[config.mk]
export PLATFORM = sky130hd
export DESIGN_NAME = vga_timing_gen
export DESIGN_NICKNAME = d
export VERILOG_FILES = /design/src/rtl/vga_timing_pkg.sv /design/src/rtl/vga_sync_delay.sv /design/src/rtl/vga_timing_gen.sv
export SDC_FILE = /design/constraint.sdc
export NUM_CORES = 1
export LEC_CHECK = 0
export BUFFER_PORTS_ARGS = -buffer_cell sky130_fd_sc_hd__buf_2
export CORE_ASPECT_RATIO = 0.9
export CORE_MARGIN = 3
export CORE_UTILIZATION = 59
export DETAILED_ROUTE_END_ITERATION = 16
export PLACE_DENSITY_LB_ADDON = 0.15
export SYNTH_ARGS = -nofsm -noshare
export SYNTH_HDL_FRONTEND = slang
export SYNTH_SLANG_ARGS = --single-unit
[constraint.sdc]
create_clock -name vga_clk -period 9.7 [get_ports vga_clk]
set_input_delay 0.97 -clock vga_clk [delete_from_list [all_inputs] [get_ports vga_clk]]
set_output_delay 0.97 -clock vga_clk [all_outputs]
set_load 0.03 [all_outputs]
[src/rtl/vga_timing_pkg.sv]
// Shared definitions for the VGA raster timing generator.
// Holds the default 640x480@60 timing, the derived line/frame totals, the
// coordinate type used for DrawX/DrawY, and the colors and bar lookup used by
// the optional built-in test pattern.
package vga_timing_pkg;

  localparam int COORD_W = 10;
  typedef logic [COORD_W-1:0] coord_t;

  // Default 640x480@60 timing (25 MHz pixel clock)
  localparam int H_VISIBLE_DEF = 640;
  localparam int H_FP_DEF      = 16;
  localparam int H_SYNC_DEF    = 96;
  localparam int H_BP_DEF      = 48;
  localparam int V_VISIBLE_DEF = 480;
  localparam int V_FP_DEF      = 10;
  localparam int V_SYNC_DEF    = 2;
  localparam int V_BP_DEF      = 33;

  localparam int H_TOTAL_DEF = H_VISIBLE_DEF + H_FP_DEF + H_SYNC_DEF + H_BP_DEF;  // 800
  localparam int V_TOTAL_DEF = V_VISIBLE_DEF + V_FP_DEF + V_SYNC_DEF + V_BP_DEF;  // 525

  // Test-pattern colors, {r,g,b} with 4 bits per component
  localparam logic [11:0] TP_WHITE   = 12'hFFF;
  localparam logic [11:0] TP_YELLOW  = 12'hFF0;
  localparam logic [11:0] TP_CYAN    = 12'h0FF;
  localparam logic [11:0] TP_GREEN   = 12'h0F0;
  localparam logic [11:0] TP_MAGENTA = 12'hF0F;
  localparam logic [11:0] TP_RED     = 12'hF00;
  localparam logic [11:0] TP_BLUE    = 12'h00F;
  localparam logic [11:0] TP_BLACK   = 12'h000;

  // Color of vertical bar idx (0 = leftmost); anything past the last bar is black
  function automatic logic [11:0] tp_bar_color(input int idx);
    case (idx)
      0:       return TP_WHITE;
      1:       return TP_YELLOW;
      2:       return TP_CYAN;
      3:       return TP_GREEN;
      4:       return TP_MAGENTA;
      5:       return TP_RED;
      6:       return TP_BLUE;
      default: return TP_BLACK;
    endcase
  endfunction

endpackage

[src/rtl/vga_sync_delay.sv]
// Parametric-depth shift register used to delay sync (and test-pattern) signals
// so they line up with the renderer's registered RGB.
// Ports:
//   vga_clk - pixel clock
//   reset   - asynchronous reset, active-high; fills every stage with RESET_VAL
//   din     - value entering the delay line
//   dout    - din delayed by DEPTH cycles (DEPTH = 0 is a straight wire)
module vga_sync_delay #(
  parameter int               DEPTH     = 1,
  parameter int               WIDTH     = 1,
  parameter logic [WIDTH-1:0] RESET_VAL = '0
) (
  input  logic             vga_clk,
  input  logic             reset,
  input  logic [WIDTH-1:0] din,
  output logic [WIDTH-1:0] dout
);

  if (DEPTH == 0) begin : g_pass
    assign dout = din;
  end else begin : g_shift
    logic [WIDTH-1:0] stage [DEPTH];

    // NOTE: this small array is reset on purpose -- its contents drive the sync
    // pins directly, so it must hold the inactive level, never X, after reset.
    always_ff @(posedge vga_clk or posedge reset) begin
      if (reset) begin
        for (int i = 0; i < DEPTH; i++) stage[i] <= RESET_VAL;
      end else begin
        stage[0] <= din;
        for (int i = 1; i < DEPTH; i++) stage[i] <= stage[i-1];
      end
    end

    assign dout = stage[DEPTH-1];
  end

endmodule

[src/rtl/vga_timing_gen.sv]
// Raster timing generator for the 640x480@60 display pipeline.
// DrawX/DrawY/blank feed the sprite renderers, which register RGB one clock
// later; hs/vs are delayed by PIPE_DELAY to line up with that RGB. frame_start,
// vblank_start and frame_count serve the game-state logic.
// Every output is registered and computed from the next-state counters, so all
// of them change on the same edge as DrawX/DrawY.
// Ports:
//   vga_clk      - pixel clock, 25 MHz
//   reset        - asynchronous reset, active-high
//   DrawX/DrawY  - horizontal / vertical counters
//   blank        - 1 in the visible region (display enable), 0 when blanked
//   hs/vs        - sync, active level SYNC_POL, lagging DrawX/DrawY by PIPE_DELAY
//   frame_start  - one-cycle pulse at (0,0) (not for the reset frame)
//   vblank_start - one-cycle pulse at (0,V_VISIBLE)
//   frame_count  - completed-frame counter, wraps modulo 2^FRAME_CNT_W
//   tp_rgb       - colour-bar test pattern, only with VGA_TIMING_TEST_PATTERN_EN
// Build option: define VGA_TIMING_TEST_PATTERN_EN to add tp_rgb.
module vga_timing_gen
  import vga_timing_pkg::*;
#(
  parameter int   H_VISIBLE   = H_VISIBLE_DEF,
  parameter int   H_FP        = H_FP_DEF,
  parameter int   H_SYNC      = H_SYNC_DEF,
  parameter int   H_BP        = H_BP_DEF,
  parameter int   V_VISIBLE   = V_VISIBLE_DEF,
  parameter int   V_FP        = V_FP_DEF,
  parameter int   V_SYNC      = V_SYNC_DEF,
  parameter int   V_BP        = V_BP_DEF,
  parameter logic SYNC_POL    = 1'b0,
  parameter int   PIPE_DELAY  = 1,
  parameter int   FRAME_CNT_W = 16
) (
  input  logic                   vga_clk,
  input  logic                   reset,
  output logic [9:0]             DrawX,
  output logic [9:0]             DrawY,
  output logic                   blank,
  output logic                   hs,
  output logic                   vs,
  output logic                   frame_start,
  output logic                   vblank_start,
  output logic [FRAME_CNT_W-1:0] frame_count
`ifdef VGA_TIMING_TEST_PATTERN_EN
  ,
  output logic [11:0]            tp_rgb
`endif
);

  localparam int H_TOTAL = H_VISIBLE + H_FP + H_SYNC + H_BP;
  localparam int V_TOTAL = V_VISIBLE + V_FP + V_SYNC + V_BP;

  if (H_TOTAL > 1024) begin : g_bad_h_total
    $error("vga_timing_gen: H_TOTAL exceeds the 10-bit coordinate range");
  end
  if (V_TOTAL > 1024) begin : g_bad_v_total
    $error("vga_timing_gen: V_TOTAL exceeds the 10-bit coordinate range");
  end
  if (PIPE_DELAY < 0 || PIPE_DELAY > 4) begin : g_bad_pipe_delay
    $error("vga_timing_gen: PIPE_DELAY must be 0..4");
  end

  localparam coord_t H_LAST     = coord_t'(H_TOTAL - 1);
  localparam coord_t V_LAST     = coord_t'(V_TOTAL - 1);
  localparam coord_t H_VIS      = coord_t'(H_VISIBLE);
  localparam coord_t V_VIS      = coord_t'(V_VISIBLE);
  localparam coord_t HS_FIRST   = coord_t'(H_VISIBLE + H_FP);
  localparam coord_t HS_LAST    = coord_t'(H_VISIBLE + H_FP + H_SYNC - 1);
  localparam coord_t VS_FIRST   = coord_t'(V_VISIBLE + V_FP);
  localparam coord_t VS_LAST    = coord_t'(V_VISIBLE + V_FP + V_SYNC - 1);
  localparam logic   SYNC_ON    = SYNC_POL;
  localparam logic   SYNC_OFF   = ~SYNC_POL;

  coord_t hc, vc;
  coord_t hc_n, vc_n;
  logic   vis_n;
  logic   hs_raw, vs_raw;

  // Next-state counters; everything registered below is derived from these so
  // it lands on the same edge as the counters themselves.
  // NOTE: every signal written here gets its default first, so no path through
  // the block leaves one unassigned and no latch is inferred.
  always_comb begin
    hc_n = hc + 1'b1;
    vc_n = vc;
    if (hc == H_LAST) begin
      hc_n = '0;
      vc_n = (vc == V_LAST) ? coord_t'(0) : vc + 1'b1;
    end
  end

  assign vis_n = (hc_n < H_VIS) && (vc_n < V_VIS);

  // NOTE: sequential state uses non-blocking assignments only, so every
  // register samples the pre-edge value of the others regardless of order.
  always_ff @(posedge vga_clk or posedge reset) begin
    if (reset) begin
      hc           <= '0;
      vc           <= '0;
      blank        <= 1'b0;
      hs_raw       <= SYNC_OFF;
      vs_raw       <= SYNC_OFF;
      frame_start  <= 1'b0;
      vblank_start <= 1'b0;
      frame_count  <= '0;
    end else begin
      hc           <= hc_n;
      vc           <= vc_n;
      blank        <= vis_n;
      hs_raw       <= (hc_n >= HS_FIRST && hc_n <= HS_LAST) ? SYNC_ON : SYNC_OFF;
      vs_raw       <= (vc_n >= VS_FIRST && vc_n <= VS_LAST) ? SYNC_ON : SYNC_OFF;
      frame_start  <= (hc_n == '0) && (vc_n == '0);
      vblank_start <= (hc_n == '0) && (vc_n == V_VIS);
      if ((hc_n == '0) && (vc_n == '0)) frame_count <= frame_count + 1'b1;
    end
  end

  assign DrawX = hc;
  assign DrawY = vc;

  // hs_raw/vs_raw are aligned with DrawX/DrawY; delay them to match the
  // renderer's RGB register.
  vga_sync_delay #(
    .DEPTH     (PIPE_DELAY),
    .WIDTH     (2),
    .RESET_VAL ({SYNC_OFF, SYNC_OFF})
  ) u_sync_delay (
    .vga_clk (vga_clk),
    .reset   (reset),
    .din     ({hs_raw, vs_raw}),
    .dout    ({hs, vs})
  );

`ifdef VGA_TIMING_TEST_PATTERN_EN
  // Eight vertical colour bars, registered alongside blank, then delayed with
  // it so the pattern lines up with hs/vs.
  int          tp_bar;
  logic [11:0] tp_raw;
  logic [11:0] tp_d;
  logic        tp_blank_d;

  assign tp_bar = int'(hc_n) / (H_VISIBLE / 8);

  always_ff @(posedge vga_clk or posedge reset) begin
    if (reset) begin
      tp_raw <= '0;
    end else begin
      tp_raw <= vis_n ? tp_bar_color(tp_bar) : TP_BLACK;
    end
  end

  vga_sync_delay #(
    .DEPTH     (PIPE_DELAY),
    .WIDTH     (13),
    .RESET_VAL (13'h0)
  ) u_tp_delay (
    .vga_clk (vga_clk),
    .reset   (reset),
    .din     ({blank, tp_raw}),
    .dout    ({tp_blank_d, tp_d})
  );

  assign tp_rgb = tp_blank_d ? tp_d : TP_BLACK;
`endif

endmodule

==> reports/metrics.csv <==
stage;metric;value;unit
status;status;completed;
timing;RSZ-0062 raised after global routing;no;
drt;drt initial violations;151;
synthesis;synth top area cells;dfrtp_1 43%, xor2_1 6.9%, dfstp_2 4.6%;
timing;fin crit share;0.394;
power_and_ir_drop;Leak;1.31;nW
setup_path;Critical Path End Type;flip-flop;
timing;TNS Setup;0;ns
timing;max-slew violations;0;
hold_path;Worst Hold Class;flip-flop to flip-flop;
power_and_ir_drop;VDD IR max;0.113;mV
timing;min Tclk post-route;3.83;ns
global_routing;total gr overflow;0;
placement;dpl cell area;0.00251;mm²
flow_run;max-cap violations;0;
synthesis;Synth Instances;227;
global_routing;largest net degree at the start of global routing;44;
setup_path;data required time of the critical path;9.88;ns
setup_path;Crit Path Class;flip-flop to flip-flop;
cts;CTS tree;done;
synthesis;register bit total from synthesis;43;
cts;cts repair resizes;0;
drt;DR DRC count;0;
setup_path;CP arrival;4.00;ns
floorplan;site row count;20;
timing;Fmax achieved;0.261;GHz
layout;share of cells above drive strength 1;0.244;
timing;clock skew;0.0108;ns
synthesis;Synth Flop Type;dfrtp_1;
layout;area of the multi-input gates;0.00111;mm²
synthesis;library cells used by synthesis;46;
timing;Rel. slew slack;0.490;
layout;register area;0.00108;mm²
power_and_ir_drop;Tot Pwr;328;µW
timing;Fin. Hold Viols;0;
global_routing;first-pass GRT wire length;8750;µm
synthesis;cell accounting for the most synthesized area;dfrtp_1;
floorplan;Starting Density;0.645;
cts;clk buf depth;2;
synthesis;synth cell count leaders;39 x dfrtp_1, 25 x nand2_1, 18 x xor2_1;
drt;Final ANT Viol Nets;0;
power_and_ir_drop;power per cell area;125;mW/mm²
synthesis;area share of the largest cell type after synthesis;0.429;
layout;number of diodes;0;
drt;Vias;1906;
timing;hold slack;0.361;ns
cts;htree depth;2;
setup_path;startpoint types;flip-flop;
drt;Total Wirelength;5070;µm
drt;WL/cell;16.1;µm
global_routing;vias in the first global route;1801;
synthesis;syn_nets;234;
cts;hold_buf cts;0;
synthesis;Mapped Area;0.00228;mm²
cts;post-CTS setup buffer count;0;
placement;detailed placement HPWL;3510;µm
floorplan;Die W;71.5;µm
timing;Worst Max-Slew Pin Slew;0.762;ns
synthesis;top-count cell post-synth;dfrtp_1;
layout;post-layout instance area;0.00263;mm²
cts;Root Buffer;clkbuf_8;
timing;# setup viols final;0;
synthesis;Synth Area per Inst;10.0;µm²
global_routing;initial antenna violation count;0;
drt;DR pass1 iterations;5;
setup_path;CP max FO;16;
floorplan;core box area;0.00353;mm²
synthesis;number of flops mapped to enable cells by yosys;0;
placement;# port buffers;42;
floorplan;die area;0.00464;mm²
drt;Vias/cell;6.07;
floorplan;num ports;43;
cts;TritonCTS buffer count;5;
floorplan;die height;64.9;µm
synthesis;synth warn;0;
synthesis;register area share after synthesis;0.475;
placement;RePlAce Congestion;0.811;
synthesis;asr flop ratio synth;1.00;
layout;Filler cells;254;
cts;Worst-path clk slew;0.08;ns
cts;clk_lat worst skew;0.30;ns
setup_path;worst reg-to-reg path cell count;7;
global_routing;Total GRT Usage;0.236;
layout;Final nets;276;
hold_path;hold-critical path depth;0;
cts;Clock Sinks;43;
layout;Area Growth Syn to Fin;15.4;%
## flip-flops by register name (all words and copies together) (netlist names)
register,count
frame_start,1
DrawY,10
blank,1
vblank_start,1
u_sync_delay.dout,2
DrawX,10
frame_count,16
hs_raw,1
vs_raw,1
## metrics by stage
stage,util,instances,worst slack [ns]
floorplan,-,227,6.44
global placement,0.711,306,6.18
detailed placement,0.711,306,5.96
CTS,0.745,314,5.90
global route,0.745,314,5.61
finish,0.745,314,5.87
## critical path, stage by stage, from the launching register on
cell and delay [ns]:
dfrtp_1 0.47, nor3b_1 0.66, and3_1 0.59, o211ai_1 0.18, a221oi_1 0.33, nand4_1 0.65, nor2_1 0.44, mux2_2 0.38
## kinds of logic (layout without fill, tap and decap cells)
kind of cell	after synthesis	count (layout)	share of synthesized area
buffers and inverters	21	64	0.0390
adders and majority gates	5	5	0.0275
muxes	2	2	0.00989
xor gates and xnor gates	28	28	0.108
AOI/OAI and AO/OA	26	26	0.0874
DFF	43	43	0.475
and+or+nand+nor	102	102	0.254
## path summary, 6_finish.rpt
path	start	end	slack (ns)
worst max-delay path	DrawX[5]	frame_count[1]	5.87
worst min-delay path	vs_raw	u_sync_delay.dout[0]	0.36
worst min register to register	vs_raw	u_sync_delay.dout[0]	0.36
max in group asynchronous	reset	hs_raw	8.53
worst max register to register	DrawX[5]	frame_count[1]	5.87
min in group asynchronous	reset	DrawX[2]	0.79
## layer usage
metal / routed length (µm) / GRT usage / vias to the layer above
li1: - / - / 880
met1: 2320 / 0.340 / 935
met2: 2350 / 0.369 / 81
met3: 330 / 0.0419 / 10
met4: 58 / 0.0563 / 0
met5: 0 / 0 / -
## power by group
| part | total [mW] | switching (mW) | internal (mW) | leakage [nW] |
|---|---|---|---|---|
| combinational | 0.00379 | 0.00335 | 0.000436 | 0.678 |
| sequential | 0.179 | 0 | 0.179 | 0.567 |
| clock | 0.145 | 0.0619 | 0.0834 | 0.0612 |
## cell usage in the layout, fill, tap and decap left out, types with 6 or more instances in the layout
master	synthesis	routed
buf_2	2	42
clkbuf_8	0	6
dfrtp_1	39	39
inv_1	13	13
nand2_1	25	25
nand3_1	14	14
nand4_1	8	8
nor2_1	12	12
nor3_1	10	10
o21ai_0	8	8
xnor2_1	10	10
xor2_1	18	18
## cell type report
class                           count  area share
Clock inverter                      2      0.0133
Multi-Input combinational cell    163       0.421
Timing Repair Buffer               43      0.0829
Sequential cell                    43       0.411
Tap cell                           44      0.0210
Inverter                           13      0.0186
Clock buffer                        6      0.0314
(Power assumes the default switching activity.)
